`src/rtl/instr_sequencer_if.sv`:
```
// Memory-side handshake bundle for instr_sequencer.
//   imem_req   : program memory read request (sequencer -> memory)
//   imem_ack   : program memory data valid   (memory -> sequencer)
//   imem_rdata : fetched instruction word    (memory -> sequencer)
//   dmem_req   : data memory request         (sequencer -> memory)
//   dmem_we    : data memory write, qualified by dmem_req
//   dmem_ack   : data memory access complete (memory -> sequencer)
// Handshake rule for both channels: the request is held high until the
// cycle in which ack is sampled high at a rising clk edge; that cycle
// completes the transfer. An ack seen while no request is up is ignored.
interface instr_sequencer_if;
    logic        imem_req;
    logic        imem_ack;
    logic [31:0] imem_rdata;
    logic        dmem_req;
    logic        dmem_we;
    logic        dmem_ack;

    modport master (
        output imem_req,
        input  imem_ack,
        input  imem_rdata,
        output dmem_req,
        output dmem_we,
        input  dmem_ack
    );

    modport slave (
        input  imem_req,
        output imem_ack,
        output imem_rdata,
        input  dmem_req,
        input  dmem_we,
        output dmem_ack
    );
endinterface

```
`src/rtl/instr_sequencer.sv`:
```
// Multi-cycle phase sequencer for an RV32I core. Fetches an instruction,
// holds it for the control unit, then walks DECODE/EXECUTE/MEMORY/WRITEBACK,
// gating register-file writes, data-memory access and PC update to one
// qualified cycle each. Provides a trap state, halt request and counters.
// Ports:
//   clk, rst_n        : clock (rising edge), async active-low reset
//   start, halt_req   : leave IDLE / stop after the current instruction retires
//   bus (master)      : imem/dmem request-ack handshakes (instr_sequencer_if)
//   instr_q           : latched instruction for the control unit
//   cu_*              : control unit decode results for instr_q
//   rf_we, pc_en      : gated register-file write and PC update strobes
//   trap, trap_cause  : stopped on error; 01 illegal, 10 memory timeout
//   state             : current FSM state (debug/observability)
//   cycle_cnt         : cycles spent outside IDLE and TRAP
//   instret_cnt       : retired instructions
// Every output is decoded from flops only; no input reaches an output
// combinationally.
module instr_sequencer #(
    parameter int unsigned TIMEOUT = 16
) (
    input  logic                clk,
    input  logic                rst_n,
    input  logic                start,
    input  logic                halt_req,
    instr_sequencer_if.master   bus,
    output logic [31:0]         instr_q,
    input  logic                cu_w_en_rf,
    input  logic                cu_wr_en_dmem,
    input  logic [1:0]          cu_rf_w_select,
    input  logic                cu_illegal,
    output logic                rf_we,
    output logic                pc_en,
    output logic                trap,
    output logic [1:0]          trap_cause,
    output logic [2:0]          state,
    output logic [31:0]         cycle_cnt,
    output logic [31:0]         instret_cnt
);

    typedef enum logic [2:0] {
        IDLE      = 3'd0,
        FETCH     = 3'd1,
        DECODE    = 3'd2,
        EXECUTE   = 3'd3,
        MEMORY    = 3'd4,
        WRITEBACK = 3'd5,
        TRAP      = 3'd6
    } state_e;

    localparam int unsigned TW = (TIMEOUT > 2) ? $clog2(TIMEOUT) : 1;
    localparam logic [TW-1:0] TMO_LAST = TW'(TIMEOUT - 1);

    state_e      state_q, state_d;
    logic [31:0] instr_d;
    logic [1:0]  cause_q, cause_d;
    logic [TW-1:0] tmo_q, tmo_d;
    // Control-unit enables captured in EXECUTE so that dmem_we and rf_we
    // are flop-driven; instr_q is stable, so the values cannot change later.
    logic        mem_we_q, mem_we_d;
    logic        rf_en_q, rf_en_d;
    logic [31:0] cycle_q, cycle_d;
    logic [31:0] instret_q, instret_d;

    always_ff @(posedge clk or negedge rst_n) begin
        if (!rst_n) begin
            state_q   <= IDLE;
            instr_q   <= 32'h0000_0013;
            cause_q   <= 2'b00;
            tmo_q     <= '0;
            mem_we_q  <= 1'b0;
            rf_en_q   <= 1'b0;
            cycle_q   <= 32'd0;
            instret_q <= 32'd0;
        end else begin
            state_q   <= state_d;
            instr_q   <= instr_d;
            cause_q   <= cause_d;
            tmo_q     <= tmo_d;
            mem_we_q  <= mem_we_d;
            rf_en_q   <= rf_en_d;
            cycle_q   <= cycle_d;
            instret_q <= instret_d;
        end
    end

    always_comb begin
        state_d   = state_q;
        instr_d   = instr_q;
        cause_d   = cause_q;
        tmo_d     = tmo_q;
        mem_we_d  = mem_we_q;
        rf_en_d   = rf_en_q;
        cycle_d   = cycle_q;
        instret_d = instret_q;

        unique case (state_q)
            IDLE: begin
                if (start) begin
                    state_d = FETCH;
                    tmo_d   = '0;
                end
            end
            FETCH: begin
                // An ack in the last allowed cycle beats the timeout.
                if (bus.imem_ack) begin
                    instr_d = bus.imem_rdata;
                    state_d = DECODE;
                end else if (tmo_q == TMO_LAST) begin
                    state_d = TRAP;
                    cause_d = 2'b10;
                end else begin
                    tmo_d = tmo_q + TW'(1);
                end
            end
            DECODE: begin
                if (cu_illegal) begin
                    state_d = TRAP;
                    cause_d = 2'b01;
                end else begin
                    state_d = EXECUTE;
                end
            end
            EXECUTE: begin
                mem_we_d = cu_wr_en_dmem;
                rf_en_d  = cu_w_en_rf;
                if (cu_rf_w_select == 2'b01 || cu_wr_en_dmem) begin
                    state_d = MEMORY;
                    tmo_d   = '0;
                end else begin
                    state_d = WRITEBACK;
                end
            end
            MEMORY: begin
                if (bus.dmem_ack) begin
                    state_d = WRITEBACK;
                end else if (tmo_q == TMO_LAST) begin
                    state_d = TRAP;
                    cause_d = 2'b10;
                end else begin
                    tmo_d = tmo_q + TW'(1);
                end
            end
            WRITEBACK: begin
                instret_d = instret_q + 32'd1;
                if (halt_req) begin
                    state_d = IDLE;
                end else begin
                    state_d = FETCH;
                    tmo_d   = '0;
                end
            end
            TRAP: begin
                state_d = TRAP;
            end
            default: begin
                state_d = IDLE;
            end
        endcase

        if (state_q inside {FETCH, DECODE, EXECUTE, MEMORY, WRITEBACK}) begin
            cycle_d = cycle_q + 32'd1;
        end
    end

    assign bus.imem_req = (state_q == FETCH);
    assign bus.dmem_req = (state_q == MEMORY);
    assign bus.dmem_we  = (state_q == MEMORY) && mem_we_q;
    assign rf_we        = (state_q == WRITEBACK) && rf_en_q;
    assign pc_en        = (state_q == WRITEBACK);
    assign trap         = (state_q == TRAP);
    assign trap_cause   = cause_q;
    assign state        = state_q;
    assign cycle_cnt    = cycle_q;
    assign instret_cnt  = instret_q;

endmodule

```
`src/flat_wrapper.sv`:
```
// flat-port wrapper written by rule: the top's interface ports become plain ports
module instr_sequencer_flat 
#(
    parameter int unsigned TIMEOUT = 16
)
  (clk, rst_n, start, halt_req, instr_q, cu_w_en_rf, cu_wr_en_dmem, cu_rf_w_select, cu_illegal, rf_we, pc_en, trap, trap_cause, state, cycle_cnt, instret_cnt, bus_imem_req, bus_imem_ack, bus_imem_rdata, bus_dmem_req, bus_dmem_we, bus_dmem_ack);
  instr_sequencer_if bus_i ();
  input  logic clk;
  input  logic rst_n;
  input  logic start;
  input  logic halt_req;
  output logic [31:0] instr_q;
  input  logic cu_w_en_rf;
  input  logic cu_wr_en_dmem;
  input  logic [1:0] cu_rf_w_select;
  input  logic cu_illegal;
  output logic rf_we;
  output logic pc_en;
  output logic trap;
  output logic [1:0] trap_cause;
  output logic [2:0] state;
  output logic [31:0] cycle_cnt;
  output logic [31:0] instret_cnt;
  output wire logic [$bits(bus_i.imem_req)-1:0] bus_imem_req;
  input wire logic [$bits(bus_i.imem_ack)-1:0] bus_imem_ack;
  input wire logic [$bits(bus_i.imem_rdata)-1:0] bus_imem_rdata;
  output wire logic [$bits(bus_i.dmem_req)-1:0] bus_dmem_req;
  output wire logic [$bits(bus_i.dmem_we)-1:0] bus_dmem_we;
  input wire logic [$bits(bus_i.dmem_ack)-1:0] bus_dmem_ack;
  assign bus_imem_req = bus_i.imem_req;
  assign bus_i.imem_ack = bus_imem_ack;
  assign bus_i.imem_rdata = bus_imem_rdata;
  assign bus_dmem_req = bus_i.dmem_req;
  assign bus_dmem_we = bus_i.dmem_we;
  assign bus_i.dmem_ack = bus_dmem_ack;
  instr_sequencer #(.TIMEOUT(TIMEOUT)) u_core (.clk(clk), .rst_n(rst_n), .start(start), .halt_req(halt_req), .bus(bus_i), .instr_q(instr_q), .cu_w_en_rf(cu_w_en_rf), .cu_wr_en_dmem(cu_wr_en_dmem), .cu_rf_w_select(cu_rf_w_select), .cu_illegal(cu_illegal), .rf_we(rf_we), .pc_en(pc_en), .trap(trap), .trap_cause(trap_cause), .state(state), .cycle_cnt(cycle_cnt), .instret_cnt(instret_cnt));
endmodule
```
`config.mk`:
```
export PLATFORM = sky130hd
export DESIGN_NAME = instr_sequencer_flat
export DESIGN_NICKNAME = d
export VERILOG_FILES = /design/src/rtl/instr_sequencer_if.sv /design/src/rtl/instr_sequencer.sv /design/src/flat_wrapper.sv
export SDC_FILE = /design/constraint.sdc
export NUM_CORES = 1
export LEC_CHECK = 0
export CORE_ASPECT_RATIO = 0.5
export CORE_MARGIN = 2
export CORE_UTILIZATION = 50
export DETAILED_ROUTE_END_ITERATION = 8
export PLACE_DENSITY_LB_ADDON = 0.05
export SETUP_SLACK_MARGIN = 0.02
export SLEW_MARGIN = 25
export SYNTH_ARGS = -nofsm -noshare
export SYNTH_HDL_FRONTEND = slang
export SYNTH_SLANG_ARGS = --single-unit
```
`constraint.sdc`:
```
create_clock -name clk -period 5.1 [get_ports clk]
set_input_delay 0.765 -clock clk [delete_from_list [all_inputs] [get_ports clk]]
set_output_delay 0.765 -clock clk [all_outputs]
set_load 0.1 [all_outputs]
```
# After elaboration in Yosys (flattened, before gate mapping)
# Cells that the tools add are included.
# word_totals
register_bits,107
inputBits,43
out_inout_bits,107
# op_classes
addsub,3
n_eq_ne,14
n_mux,20
reduce_logical,10
# op_table
cell,count
adder 32 x 1 -> 32 bit (second input constant),2
2-to-1 mux 4 bit,6
one-hot mux 3 bit (7 select lines),1
one-hot mux 4 bit (5 select lines),1
2-to-1 mux 3 bit,5
!= test 2 bit (second input constant),5
nonzero test 5 bit,2
== test 3 bit (second input constant),3
2-to-1 mux 2 bit,4
== test 3 x 2 -> 1 bit (second input constant),2
one-hot mux 2 bit (3 select lines),1
AND reduction 6 bit,1
adder 4 x 1 -> 4 bit (second input constant),1
== test 4 bit (second input constant),1
AND reduction 4 bit,1
== test 3 x 1 -> 1 bit (second input constant),1
logical NOT 3 bit,1
nonzero test 3 bit,1
== test 2 x 1 -> 1 bit (second input constant),1
logical AND 1 bit,2
2-to-1 mux 1 bit,2
!= test 2 x 1 -> 1 bit (second input constant),1
AND reduction 2 bit,1
logical OR 1 bit,1

# Longest topological paths before layout
# depth
ltp_word,4
ltp_mapped,7
ltp_nobuf,6

# Least setup slack after synthesis
# No wires, ideal clock.
# synth_path
path_type,flip-flop to output port
startpoint,register u_core.state_q[2] (netlist: u_core.state[2])
endpoint,output port bus_dmem_we
arrival_time_ns,4.693
t_required_ns,4.335
setup_slack_ns,-0.358
stages_incl_launch_ff,5
n_path_buf,2
path_cell_list,dfrtp_1 > buf_2 > buf_2 > nor3b_1 > and2_1
# synth_via
elab_chain_len,2
# synth_rtl
element,line_no,text
start: declaration,instr_sequencer.sv:53,"state_e state_q, state_d;"
start signal: assignment,instr_sequencer.sv:75,state_q <= state_d;
== test 3 bit,n/a,
net bus_dmem_req,flat_wrapper.sv:27,output wire logic [$bits(bus_i.dmem_req)-1:0] bus_dmem_req;
logical AND 1 bit,instr_sequencer.sv:167,assign bus.dmem_we = (state_q == MEMORY) && mem_we_q;
end: declaration,flat_wrapper.sv:28,output wire logic [$bits(bus_i.dmem_we)-1:0] bus_dmem_we;
# The timed path passes the listed nets, and every way through them passes these cells.

# Worst setup path in the final report
# layout_path
startpoint,register u_core.state_q[2] (netlist: u_core.state[2])
endpoint,output port bus_dmem_we
# layout_via
elab_chain_len,2
# layout_rtl
element,line_no
== test 3 bit,instr_sequencer.sv:167
logical AND 1 bit,instr_sequencer.sv:167
# Every way passes these cells.

==> results_dict.tcl <==
set metrics [dict create \
    status "finished, final reports clean" \
    setup-violations-final 0 \
    worstSetupPathType "reg2out" \
    period_share_pct 66.5 \
    synth_compound_area_share_pct 3.43 \
    area_growth_pct 39.8 \
    seq_area_sq_um 2680 \
    initialDrtViolationCount 172 \
    totalWireLength_mm 10.1 \
    r2r_cells 5 \
    end_kind "primary output" \
    remaining_drc_errors 0 \
    hold_violations 0 \
    io_pins 150 \
    cts_tree "yes" \
    powerDensity_nw_per_um2 658 \
    die_w_microns 141 \
    core_area_sq_um 8920 \
    final_cell_mix "clkdlybuf4s50_1, dfrtp_1, xnor2_1, nand2_1, mux2_2" \
    path_clk_slew_ns 0.07 \
    clock-sinks 107 \
    synth_fa_ha_area_share_pct 0.797 \
    slew_violations 0 \
    htree_levels 3 \
    synthXorXnorAreaFrac_pct 11.7 \
    hold_class "reg2reg" \
    cts_setup_buffers 0 \
    timing.slew.headroom_pct 31.7 \
    clkPwrFrac_pct 14.9 \
    irDropWorstVdd_mv 0.504 \
    holdBufCountCts 0 \
    synth_top_area_share_pct 55.2 \
    period_minus_slack_ns 3.39 \
    final_common_cell "clkdlybuf4s50_1" \
    vias_per_cell 5.15 \
    numCtsBuffers 9 \
    intPower_w 0.00203 \
    multiInputGateArea_sq_um 1930 \
    grt_setup_unrepaired "no" \
    hold_depth 1 \
    clock_latency_ns 0.34 \
    start_kind "flop" \
    crit_required_ns 4.34 \
    gp_congestion 0.772 \
    syn-cell-area_sq_um 4710 \
    num-fill-cells 651 \
    wl_per_cell_microns 15.1 \
    synth_nets 443 \
    postRouteAntennaNets 0 \
    ctsResizeCount 0 \
    grt_pass1_wl_mm 16.1 \
    ys_types 50 \
    muxShareOfSynthArea_pct 8.13 \
    synth_top_family_by_area "simple AND/OR/NAND/NOR gates" \
    crit_fanout 18 \
    die_y_microns 72.6 \
    pwr-share-comb_pct 56.5 \
    worst_clock_skew_ns 0.00565 \
    clock_path_buffers 2 \
    drive_above_1_share_pct 12.7 \
    synth_top_area_cell "dfrtp_1" \
    grt.overflow.total 0 \
    yosys-top-cells-area "dfrtp_1, xnor2_1, mux2_2" \
    portBuffers 149 \
    tightestPinTransition_ns 1.02 \
    power_switching_share_pct 53.1 \
    pwr-share-seq_pct 28.6 \
    hpwl_mm 7.43 \
    synth_area_per_cell_sq_um 11.9 \
    grt.total_usage_pct 20.2 \
    rows 24 \
    async_flop_share_pct 100 \
    synth-simple-area-share_pct 16.8 \
    start_util_pct 52.8 \
    syn_inst 397 \
    die-area_sq_um 10300 \
    cts_root_buf "clkbuf_16" \
    cp.arrival_ns 2.63 \
    cap_viol_max_count 0 \
    p_leak_nw 2.82 \
    final.setup.tns_ns 0 \
    antenna_found_initial 0 \
    ys_seq_area_share_pct 56.9 \
    synthFlopType "dfrtp_1" \
    antennaDiodeCount 0 \
    synth_edf_count 0 \
    yosysWarnings 0 \
    grt_pass1_vias 3158 \
    ys_ff_latch 107 \
    grt_max_degree 74 \
    timing.fmax_mhz 295 \
    stdcell_count 669 \
    num-nets-final 593 \
    p_sw_w 0.00230 \
    via_count 3444 \
    first_pass_iters 4 \
    placed_cells 653 \
]
==> worst paths after layout <==
kind,endpoint,slack [ns],start
worst max register to register,u_core.instret_cnt[30],2.85,u_core.state[2]
min in group asynchronous,u_core.state[2],0.53,rst_n
worst min-delay path,u_core.instret_cnt[31],0.47,u_core.instret_cnt[31]
worst min register to register,u_core.instret_cnt[31],0.47,u_core.instret_cnt[31]
worst max-delay path,bus_dmem_we,1.71,u_core.state[2]
max in group asynchronous,u_core.tmo_q[3],3.55,rst_n
==> cell families (layout without fill, tap and decap cells) <==
family                   Yosys count  in the layout
multiplexers                      34             34
buffers and inverters             24            179
flip-flops                       107            107
AND/OR/NAND/NOR                  141            141
AO/OA/AOI/OAI                     26             26
XOR/XNOR                          62             62
adder cells (fa/ha/maj)            3              3
==> critical path, cell delays in order (launching register included) <==
cell and delay, ns:
dfrtp_1 0.65, nor3b_2 0.33, and2_1 0.17, clkdlybuf4s50_1 1.13
==> cell type report <==
type / count / share of cell area, %
clock buffers: 11 / 3.69
clock inverters: 5 / 0.589
inverters: 12 / 0.684
multi-input cells: 266 / 29.3
flip-flops and latches: 107 / 40.7
well taps: 117 / 2.22
repair buffers: 151 / 22.8
==> sequential cells by signal (all words and copies together) (netlist names) <==
register            cells
u_core.instr_q         32
u_core.trap_cause       2
u_core.instret_cnt     32
u_core.cycle_cnt       32
u_core.tmo_q            4
u_core.rf_en_q          1
u_core.mem_we_q         1
u_core.state            3
==> layer usage <==
layer / GRT usage (%) / vias to the layer above / wire [microns]
met4: 4.67 / 0 / 78
met3: 6.63 / 9 / 601
li1: - / 1662 / -
met2: 32.3 / 89 / 4650
met1: 27.3 / 1684 / 4780
met5: 0 / - / 0
==> synth_stat cells, types with 6 or more instances <==
library cell  instances
nor3_1                8
nor2_1               14
mux2_2               33
nand4_1              11
xor2_1               16
inv_1                12
buf_2                 7
nand2_1              35
and2_1                6
xnor2_1              45
o21ai_0               8
dfrtp_1             104
nand3_1              24
and3_1                9
==> metrics by stage <==
step | instance area (sq um) | total power [W] | hold slack (ns) | worst slack, ns | utilization, %
2_1_floorplan | 4720 | 0.00315 | 0.439 | 0.552 | -
6_report | 6590 | 0.00433 | 0.472 | 1.71 | 73.8
5_1_grt | 6590 | 0.00450 | 0.495 | 1.58 | 73.8
3_5_place_dp | 6300 | 0.00372 | 0.468 | 2.10 | 70.7
3_3_place_gp | 6300 | 0.00368 | 0.456 | 2.10 | 70.7
4_1_cts | 6590 | 0.00437 | 0.477 | 1.70 | 73.8
==> power by group through the flow <==
stage | registers [W] | clock network (W) | logic, W
after floorplan | 0.00260 | 0 | 0.000550
after global placement | 0.00124 | 0 | 0.00244
after detailed placement | 0.00125 | 0 | 0.00246
after CTS | 0.00124 | 0.000667 | 0.00246
after global routing | 0.00127 | 0.000700 | 0.00253
final | 0.00124 | 0.000646 | 0.00245
No activity file was read; power rests on OpenSTA's default activity.
